### src/rtl/wave_fetch_responder.sv
// Wave-fetch responder: serves sample-player byte requests from a one-word cache,
// falling back to a 16-bit SDRAM read with timeout, bounded retry and abandon.
module wave_fetch_responder #(
    parameter int ADDR_W  = 25,
    parameter int TIMEOUT = 31,
    parameter int RETRIES = 3
) (
    input  logic              clk_sys,
    input  logic              reset,
    input  logic              dl_active,
    input  logic              req,
    input  logic [ADDR_W-1:0] req_addr,
    output logic              rsp_valid,
    output logic [7:0]        rsp_byte,
    output logic              rsp_err,
    output logic              busy,
    output logic              mem_rd,
    output logic [ADDR_W-1:0] mem_addr,
    input  logic              mem_ready,
    input  logic [15:0]       mem_dout,
    output logic [1:0]        dbg_state
);

    // Handshake: req is a level held until the one-cycle rsp_valid pulse; the
    // block then waits in DONE for req to drop before accepting another request.
    // mem_rd is a one-cycle strobe, mem_ready a one-cycle reply, only honoured in WAIT.

    localparam int TAG_W = ADDR_W - 1;
    localparam int CNT_W = (TIMEOUT > 0) ? $clog2(TIMEOUT + 1) : 1;
    localparam int RTY_W = (RETRIES > 0) ? $clog2(RETRIES + 1) : 1;
    localparam logic [CNT_W-1:0] TIMEOUT_C = CNT_W'(TIMEOUT);
    localparam logic [RTY_W-1:0] RETRIES_C = RTY_W'(RETRIES);

    typedef enum logic [1:0] {
        S_IDLE = 2'd0,
        S_WAIT = 2'd1,
        S_DONE = 2'd2
    } state_t;

    state_t            state_q,       state_d;
    logic [CNT_W-1:0]  cnt_q,         cnt_d;
    logic [RTY_W-1:0]  rty_q,         rty_d;
    logic              sel_q,         sel_d;
    logic              cache_valid_q, cache_valid_d;
    logic [TAG_W-1:0]  tag_q,         tag_d;
    logic [15:0]       word_q,        word_d;
    logic              rsp_valid_q,   rsp_valid_d;
    logic              rsp_err_q,     rsp_err_d;
    logic [7:0]        rsp_byte_q,    rsp_byte_d;
    logic              mem_rd_q,      mem_rd_d;
    logic [ADDR_W-1:0] mem_addr_q,    mem_addr_d;
    logic              busy_q,        busy_d;

    logic              hit;

    assign hit = cache_valid_q && (req_addr[ADDR_W-1:1] == tag_q);

    always_comb begin
        state_d       = state_q;
        cnt_d         = cnt_q;
        rty_d         = rty_q;
        sel_d         = sel_q;
        cache_valid_d = cache_valid_q;
        tag_d         = tag_q;
        word_d        = word_q;
        rsp_valid_d   = 1'b0;
        rsp_err_d     = 1'b0;
        rsp_byte_d    = rsp_byte_q;
        mem_rd_d      = 1'b0;
        mem_addr_d    = mem_addr_q;

        if (dl_active) begin
            // The SDRAM belongs to the download path: drop everything, forget the word.
            state_d       = S_IDLE;
            cache_valid_d = 1'b0;
            cnt_d         = '0;
            rty_d         = '0;
        end else begin
            case (state_q)
                S_IDLE: begin
                    if (req) begin
                        sel_d = req_addr[0];
                        if (hit) begin
                            rsp_valid_d = 1'b1;
                            rsp_byte_d  = req_addr[0] ? word_q[15:8] : word_q[7:0];
                            state_d     = S_DONE;
                        end else begin
                            mem_rd_d   = 1'b1;
                            mem_addr_d = {req_addr[ADDR_W-1:1], 1'b0};
                            cnt_d      = '0;
                            rty_d      = '0;
                            state_d    = S_WAIT;
                        end
                    end
                end
                S_WAIT: begin
                    // A reply in the expiry cycle still counts as a normal response.
                    if (mem_ready) begin
                        word_d        = mem_dout;
                        tag_d         = mem_addr_q[ADDR_W-1:1];
                        cache_valid_d = 1'b1;
                        rsp_valid_d   = 1'b1;
                        rsp_byte_d    = sel_q ? mem_dout[15:8] : mem_dout[7:0];
                        state_d       = S_DONE;
                    end else if (cnt_q == TIMEOUT_C) begin
                        if (rty_q < RETRIES_C) begin
                            mem_rd_d = 1'b1;
                            cnt_d    = '0;
                            rty_d    = rty_q + 1'b1;
                        end else begin
                            rsp_valid_d   = 1'b1;
                            rsp_err_d     = 1'b1;
                            rsp_byte_d    = 8'h80;
                            cache_valid_d = 1'b0;
                            state_d       = S_DONE;
                        end
                    end else begin
                        cnt_d = cnt_q + 1'b1;
                    end
                end
                S_DONE: begin
                    if (!req) begin
                        state_d = S_IDLE;
                    end
                end
                default: begin
                    state_d = S_IDLE;
                end
            endcase
        end

        busy_d = (state_d != S_IDLE);
    end

    always_ff @(posedge clk_sys) begin
        if (reset) begin
            state_q       <= S_IDLE;
            cnt_q         <= '0;
            rty_q         <= '0;
            sel_q         <= 1'b0;
            cache_valid_q <= 1'b0;
            tag_q         <= '0;
            word_q        <= '0;
            rsp_valid_q   <= 1'b0;
            rsp_err_q     <= 1'b0;
            rsp_byte_q    <= 8'h00;
            mem_rd_q      <= 1'b0;
            mem_addr_q    <= '0;
            busy_q        <= 1'b0;
        end else begin
            state_q       <= state_d;
            cnt_q         <= cnt_d;
            rty_q         <= rty_d;
            sel_q         <= sel_d;
            cache_valid_q <= cache_valid_d;
            tag_q         <= tag_d;
            word_q        <= word_d;
            rsp_valid_q   <= rsp_valid_d;
            rsp_err_q     <= rsp_err_d;
            rsp_byte_q    <= rsp_byte_d;
            mem_rd_q      <= mem_rd_d;
            mem_addr_q    <= mem_addr_d;
            busy_q        <= busy_d;
        end
    end

    assign rsp_valid = rsp_valid_q;
    assign rsp_err   = rsp_err_q;
    assign rsp_byte  = rsp_byte_q;
    assign mem_rd    = mem_rd_q;
    assign mem_addr  = mem_addr_q;
    assign busy      = busy_q;
    assign dbg_state = state_q;

endmodule
### config.mk
export PLATFORM = sky130hd
export DESIGN_NAME = wave_fetch_responder
export DESIGN_NICKNAME = d
export VERILOG_FILES = /design/src/rtl/wave_fetch_responder.sv
export SDC_FILE = /design/constraint.sdc
export NUM_CORES = 1
export LEC_CHECK = 0
export ABC_AREA = 1
export BUFFER_PORTS_ARGS = -buffer_cell sky130_fd_sc_hd__buf_2
export CAP_MARGIN = 20
export CELL_PAD_IN_SITES_DETAIL_PLACEMENT = 1
export CELL_PAD_IN_SITES_GLOBAL_PLACEMENT = 1
export CORE_MARGIN = 2
export CORE_UTILIZATION = 34
export DETAILED_ROUTE_END_ITERATION = 10
export PLACE_DENSITY = 0.76
export SLEW_MARGIN = 15
export SYNTH_ARGS = -nofsm -noshare
export SYNTH_HDL_FRONTEND = slang
export SYNTH_SLANG_ARGS = --single-unit
export TNS_END_PERCENT = 30
### constraint.sdc
create_clock -name clk_sys -period 1.66 [get_ports clk_sys]
set_input_delay 0.083 -clock clk_sys [delete_from_list [all_inputs] [get_ports clk_sys]]
set_output_delay 0.083 -clock clk_sys [all_outputs]
set_load 0.01 [all_outputs]
==> run metrics, run 1 <==
outcome=complete, but fails checks; failing checks=negative setup slack; Initial DRC Count=168; CP cell instances=xnor2_1 > nand2_1 > nor2_2 > nand2_1 > nor2_4 > nand3_2 > buf_4 > nand4_1 > nand2_1 > nor2_1; diode count=0; row count=39; flops & latches, synth=87; IO Pins=85; clk_lat worst skew=approximately 0.34 ns; drt via density=4.93; Syn. warnings=0; M1 WL=~5600 µm; CTS sink cnt=87; root buffer cell=clkbuf_16; CP endpoint kind=flip-flop; critical path fanouts, max=4; CP arrival=between 2 and 2.5 ns; Final setup viols=26; Clock Skew=~0.0090 ns; I/O Buffers=83; uppermost layer routed=met4; DR DRC count=0; worst path bufs/invs=1; Post-Syn Instances=~600; register area share after synthesis=a little over two fifths; Starting Density=a little over a third; f_max=about 570 MHz; grt ovf=0; first-pass GRT wire length=slightly above 20000 µm; Post-layout nets=around 760; unrepaired setup endpoints after global routing=true; Post-Syn Area per Cell=6.67 µm²; slowest stage cell, crit path=dfxtp_1; GRT Util Overall=20.1%; metal2 WL=a little under 7000 µm; drt total wl=13200 µm; hpwl dp=8700 µm; Mapped Area=approximately 4000 µm²; fin crit period=between 1.5 and 2 ns; layout cells sized above 1=32.4%; die width=between 100 and 150 µm; period utilization=105%; Area Overhead vs Synth=41.8%; Core ar.=between 10000 and 15000 µm²; CP Class=flip-flop to flip-flop; met3 wire length=around 450 µm; post-placement worst setup slack=-0.154 ns; Longest Clk Path Bufs=2; CP max stage delay=0.32 ns; CTS tree=built; vias=4250; die footprint=12700 µm²; Netlist cell types=28; number of CTS-inserted buffers=9; routability congestion estimate=0.896; vias in the first global route=around 4300; most used cell, CP=nand2_1; Fin. Hold Viols=0; Finished Layout Cells=about 860; Synthesized Nets=about 650; antenna violations before repair=0; Slew Limit Fails=0; largest net degree at the start of global routing=74; drt pass-1 iters=5; PwrDens=922 nW/µm²; number of H-tree levels=3; Post-DRT Antenna Nets=0; worst setup margin=-0.0809 ns; die height=between 100 and 150 µm; clock-pin slew on the worst setup and hold paths=roughly 0.06 ns; dpl cells=834; worst path required time=about 1.9 ns; Worst setup SP type=flip-flop; Max VDD drop=roughly 0.8 mV; Hold Path Class=primary input to flip-flop; cell family with most CP delay=simple AND/OR/NAND/NOR gates; max-cap violations=0; LEAKAGE=approximately 2.7 nW; routed length per instance=between 15 and 20 µm
[kinds of logic (layout without fill, tap and decap cells)]
group / after synthesis / in the layout / share of synthesized area, %
DFF: 87 / 87 / 43.4
other: 1 / 1 / 0.0934
buffers and inverters: 106 / 223 / 10.2
adders and majority gates: 3 / 3 / 0.935
xor gates and xnor gates: 5 / 5 / 1.09
muxes: 1 / 1 / 0.249
AOI/OAI and AO/OA: 127 / 127 / 16.5
and+or+nand+nor: 272 / 272 / 27.5
[through the flow]
stage | area [µm²] | hold WS, ns | power [mW] | TNS [ns] | utilization, %
finish | 5690 | 0.00560 | 5.25 | -0.542 | 49.6
floorplan | 4020 | 0.218 | 2.64 | -0.162 | -
CTS | 5280 | 0.000609 | 5.17 | -1.64 | 46.0
global placement | 4800 | 0.340 | 2.90 | -0.915 | 41.9
detailed placement | 4800 | 0.350 | 2.93 | -3.02 | 41.9
global route | 5690 | 0.0167 | 5.48 | -6.49 | 49.6
[where the power goes]
| group | switching [mW] | total (mW) | internal (mW) |
|---|---|---|---|
| sequential | 0.0725 | 2.25 | 2.18 |
| combinational | 0.457 | 0.798 | 0.341 |
| clock | 0.844 | 2.20 | 1.36 |
| total | 1.37 | 5.25 | 3.88 |
[Yosys cell counts]
cell type | n | area [µm²]
nand2_2 | 1 | 6.26
xor2_1 | 2 | 17.5
a2bb2oi_1 | 7 | 61.3
nand2_1 | 99 | 372
o21ai_0 | 74 | 370
xnor2_1 | 3 | 26.3
a21oi_1 | 44 | 220
clkinv_1 | 2 | 7.51
or2_2 | 2 | 12.5
nor4_4 | 1 | 21.3
inv_2 | 5 | 18.8
a22oi_1 | 1 | 7.51
nor3_1 | 1 | 5.00
o21ai_1 | 1 | 5.00
buf_4 | 1 | 7.51
conb_1 | 1 | 3.75
ha_1 | 3 | 37.5
inv_1 | 75 | 282
nand3_1 | 23 | 115
nor2_4 | 1 | 11.3
buf_2 | 5 | 25.0
nor2_1 | 135 | 507
nor2_2 | 2 | 12.5
nand4_1 | 6 | 37.5
dfxtp_1 | 87 | 1740
nor4_1 | 1 | 6.26
mux2i_1 | 1 | 10.0
clkbuf_1 | 18 | 67.6
[layout by cell type, fill, tap and decap left out, types with 5 or more instances in the layout]
cell type	synthesis	layout
a21oi_1	44	44
a2bb2oi_1	7	6
buf_12	0	5
buf_2	5	83
buf_4	1	25
clkbuf_16	0	12
dfxtp_1	87	74
dfxtp_2	0	13
inv_1	75	70
inv_2	5	8
nand2_1	99	86
nand2_2	1	9
nand3_1	23	11
nand3_2	0	10
nand4_1	6	6
nor2_1	135	96
nor2_2	2	22
nor2_4	1	20
o21ai_0	74	69
o21ai_1	1	6
[timing repair]
item                                    4_1_cts  5_1_grt
endpoints found under the setup margin       43       85
buffers inserted                              2        2
hold buffers                                  4        0
endpoints found under the hold margin         4        0
resized for setup                            27      101
pin swaps                                    10       24
gates cloned                                  0        4
[flip-flops by register name (all words and copies together) (netlist names)]
| signal | count |
|---|---|
| rsp_valid | 1 |
| tag_q | 24 |
| rty_q | 2 |
| word_q | 16 |
| cache_valid_q | 1 |
| cnt_q | 5 |
| rsp_err | 1 |
| sel_q | 1 |
| mem_rd | 1 |
| dbg_state | 2 |
| mem_addr | 24 |
| busy | 1 |
| rsp_byte | 8 |
[path summary, 6_finish.rpt]
check / cells past startpoint / slack, ns / startpoint / end
setup / recovery: 10 / -0.08 / tag_q[18] / cnt_q[0]
hold / removal: 3 / 0.006 / mem_dout[14] / word_q[14]
setup reg to reg: 10 / -0.08 / tag_q[18] / cnt_q[0]
hold reg to reg: 2 / 0.45 / word_q[0] / word_q[0]
[final cells by class]
| cell class | count | area [µm²] |
|---|---|---|
| Fill cell | 1458 | 5770 |
| Multi-Input combinational cell | 409 | 2230 |
| Sequential cell | 87 | 1760 |
| Timing Repair Buffer | 125 | 886 |
| Inverter | 82 | 318 |
| Clock buffer | 11 | 243 |
| Tap cell | 143 | 179 |
| Clock inverter | 5 | 78.8 |
[worst register-to-register path, cell delays in order (launching register included)]
cell,delay [ns]
dfxtp_1,0.32
xnor2_1,0.24
nand2_1,0.11
nor2_2,0.13
nand2_1,0.10
nor2_4,0.16
nand3_2,0.17
buf_4,0.20
nand4_1,0.08
nand2_1,0.08
nor2_1,0.08
[per-layer routing]
layer | track usage (%) | vias to the layer above
met2 | 35.3 | 80
met1 | 24.3 | 2031
met3 | 4.37 | 16
li1 | - | 2123
met4 | 6.75 | 0
met5 | 0 | -
No activity file was read; power rests on OpenSTA's default activity.
==> run 2: changes to the inputs <==
CORE_MARGIN = unset   (was 2)
==> run 2 against run 1 <==
  * The flow still finishes with violations (negative setup slack)
  * Hold slack improved by 0.0020 ns
  * Global-route usage is 0.75 points higher
  * Critical path type unchanged
  * Highest routed layer unchanged
  * Register-to-register slack worse by 0.06 ns
  * Critical endpoint is now rty_q[0]
  * Combinational power decreased by 2%
==> run metrics, run 2 (synthesis gave the netlist of run 1 again) <==
worst setup path start=cnt_q[1]; Slew Limit Fails=0 (unchanged); Fin. Hold Viols=0 (unchanged); die width=111 µm (-1.8%); Hold Path Class=primary input to flip-flop; Post-DRT Antenna Nets=0 (unchanged); DR DRC count=0 (unchanged); Final setup viols=13 (-50%); clk_lat worst skew=0.35 ns (about the same); Longest Clk Path Bufs=2 (unchanged); M1 WL=5740 µm (+2.0%); antenna violations before repair=0 (unchanged); slowest stage cell, crit path=dfxtp_2; drt pass-1 iters=4 (-1); LEAKAGE=2.62 nW (-1.9%); largest net degree at the start of global routing=74 (unchanged); root buffer cell=clkbuf_16; routability congestion estimate=0.880 (-1.9%); max-cap violations=0 (unchanged); layout cells sized above 1=32.0% (-0.37 points); grt ovf=0 (unchanged); Starting Density=35.0% (unchanged); outcome=complete, but fails checks; diode count=0 (unchanged); drt total wl=13200 µm (-0.22%); Core ar.=11500 µm² (unchanged); most frequent cells in the layout=nor2_1, nand2_1, buf_2; post-placement worst setup slack=-0.185 ns (-0.0308 ns); CP max stage delay=0.35 ns (+0.03 ns); CP arrival=2.05 ns (+0.04 ns); I/O Buffers=83 (unchanged); fin crit period=1.80 ns (+0.0577 ns); routed length per instance=15.3 µm (-0.10%); die footprint=12200 µm² (-3.5%); Post-layout nets=762 (-0.13%); most used cell, CP=ha_4; uppermost layer routed=met4; worst setup margin=-0.139 ns (-0.0577 ns); hpwl dp=8720 µm (+0.25%); unrepaired setup endpoints after global routing=true; vias in the first global route=4391 (+1.3%); Initial DRC Count=157 (-6.5%); vias=4226 (-0.56%); period utilization=108% (+3.5 points); Area Overhead vs Synth=39.6%; met3 wire length=368 µm (-18%); Worst setup SP type=flip-flop; metal2 WL=6860 µm (-1.2%); CTS sink cnt=87 (unchanged); worst hold start=mem_dout[12]; CP Class=flip-flop to flip-flop; Final Power=4.87 mW (-7.3%); RR Startpoint=cnt_q[1]; number of H-tree levels=3 (unchanged); drt via density=4.91 (-0.45%); number of CTS-inserted buffers=9 (unchanged); Max VDD drop=0.535 mV (-33%); CP endpoint kind=flip-flop; failing checks=negative setup slack; die height=111 µm (-1.8%); PwrDens=868 nW/µm² (-5.9%); most common cell after layout, fill and taps aside=nor2_1; first-pass GRT wire length=20700 µm (+0.24%); critical path fanouts, max=3 (-1); row count=39 (unchanged); CP cell instances=ha_4 > nand2_4 > nor2_4 > ha_4 > buf_6 > nor2_2 > nor3_2 > buf_4 > nand4_1 > nand2_1 > nor2_1; f_max=556 MHz (-3.2%); IO Pins=85 (unchanged); GRT Util Overall=20.8% (+0.75 points); CTS tree=built; Clock Skew=0.00689 ns (-0.00214 ns); clock-pin slew on the worst setup and hold paths=0.06 ns (about the same); worst path required time=1.91 ns (-0.02 ns)
-- run 2: changes by cell type in the layout (fill, tap and decap cells not counted), moves of 4 or more --
cell,previous run,this run
buf_6,2,6
buf_4,25,20
o21ai_0,69,74
nor2_4,20,10
o21ai_1,6,1
nor2_2,22,30
-- run 2: final timing paths --
check | end | slack (ns) | cells past startpoint
setup reg to reg | rty_q[0] | -0.14 | 11
setup / recovery | rty_q[0] | -0.14 | 11
hold / removal | word_q[12] | 0.008 | 3
hold reg to reg | word_q[6] | 0.45 | 2
-- run 2: power breakdown --
group / switching [mW] / internal, mW / leakage [nW]
clock network: 0.832 / 1.01 / 0.126
logic: 0.453 / 0.333 / 1.78
registers: 0.0655 / 2.18 / 0.714
-- run 2: timing repair --
item                                   CTS  global route
resized for setup                       38            79
endpoints found under the hold margin    5             0
setup endpoints to repair               40            84
setup buffers                            1             3
gates cloned                             0             4
pin swaps                               14            14
hold buffers                             5             0
-- run 2: layout make-up --
cell class	count	area [µm²]
clock buffer	12	236
clock inverter	4	22.5
fill	1502	5860
inverter	82	318
multi-input combinational	409	2210
sequential	87	1760
tap	143	179
timing repair buffer	124	888
-- run 2: per-layer routing --
layer,track usage (%),vias up
li1,-,2120
met1,25.1,2021
met2,37.1,64
met3,3.23,21
met4,8.09,0
met5,0,-
-- run 2: worst max-delay path: cells and delay by family (launching register included) --
| family | cells | cell delay, ns |
|---|---|---|
| AND/OR/NAND/NOR | 7 | 0.73 |
| flip-flops | 1 | 0.35 |
| adder cells (fa/ha/maj) | 2 | 0.32 |
| buffers and inverters | 2 | 0.28 |
-- run 2: through the flow --
stage	instance area (µm²)	instances	hold slack, ns	utilization, %	setup TNS [ns]
final	5610	861	0.00758	48.9	-1.06
after global routing	5610	861	0.0132	48.9	-7.16
after CTS	5260	855	0.00403	45.9	-0.377
after detailed placement	4790	833	0.347	41.8	-2.75
after global placement	4790	833	0.334	41.8	-0.464
after floorplan	4020	602	0.218	-	-0.162
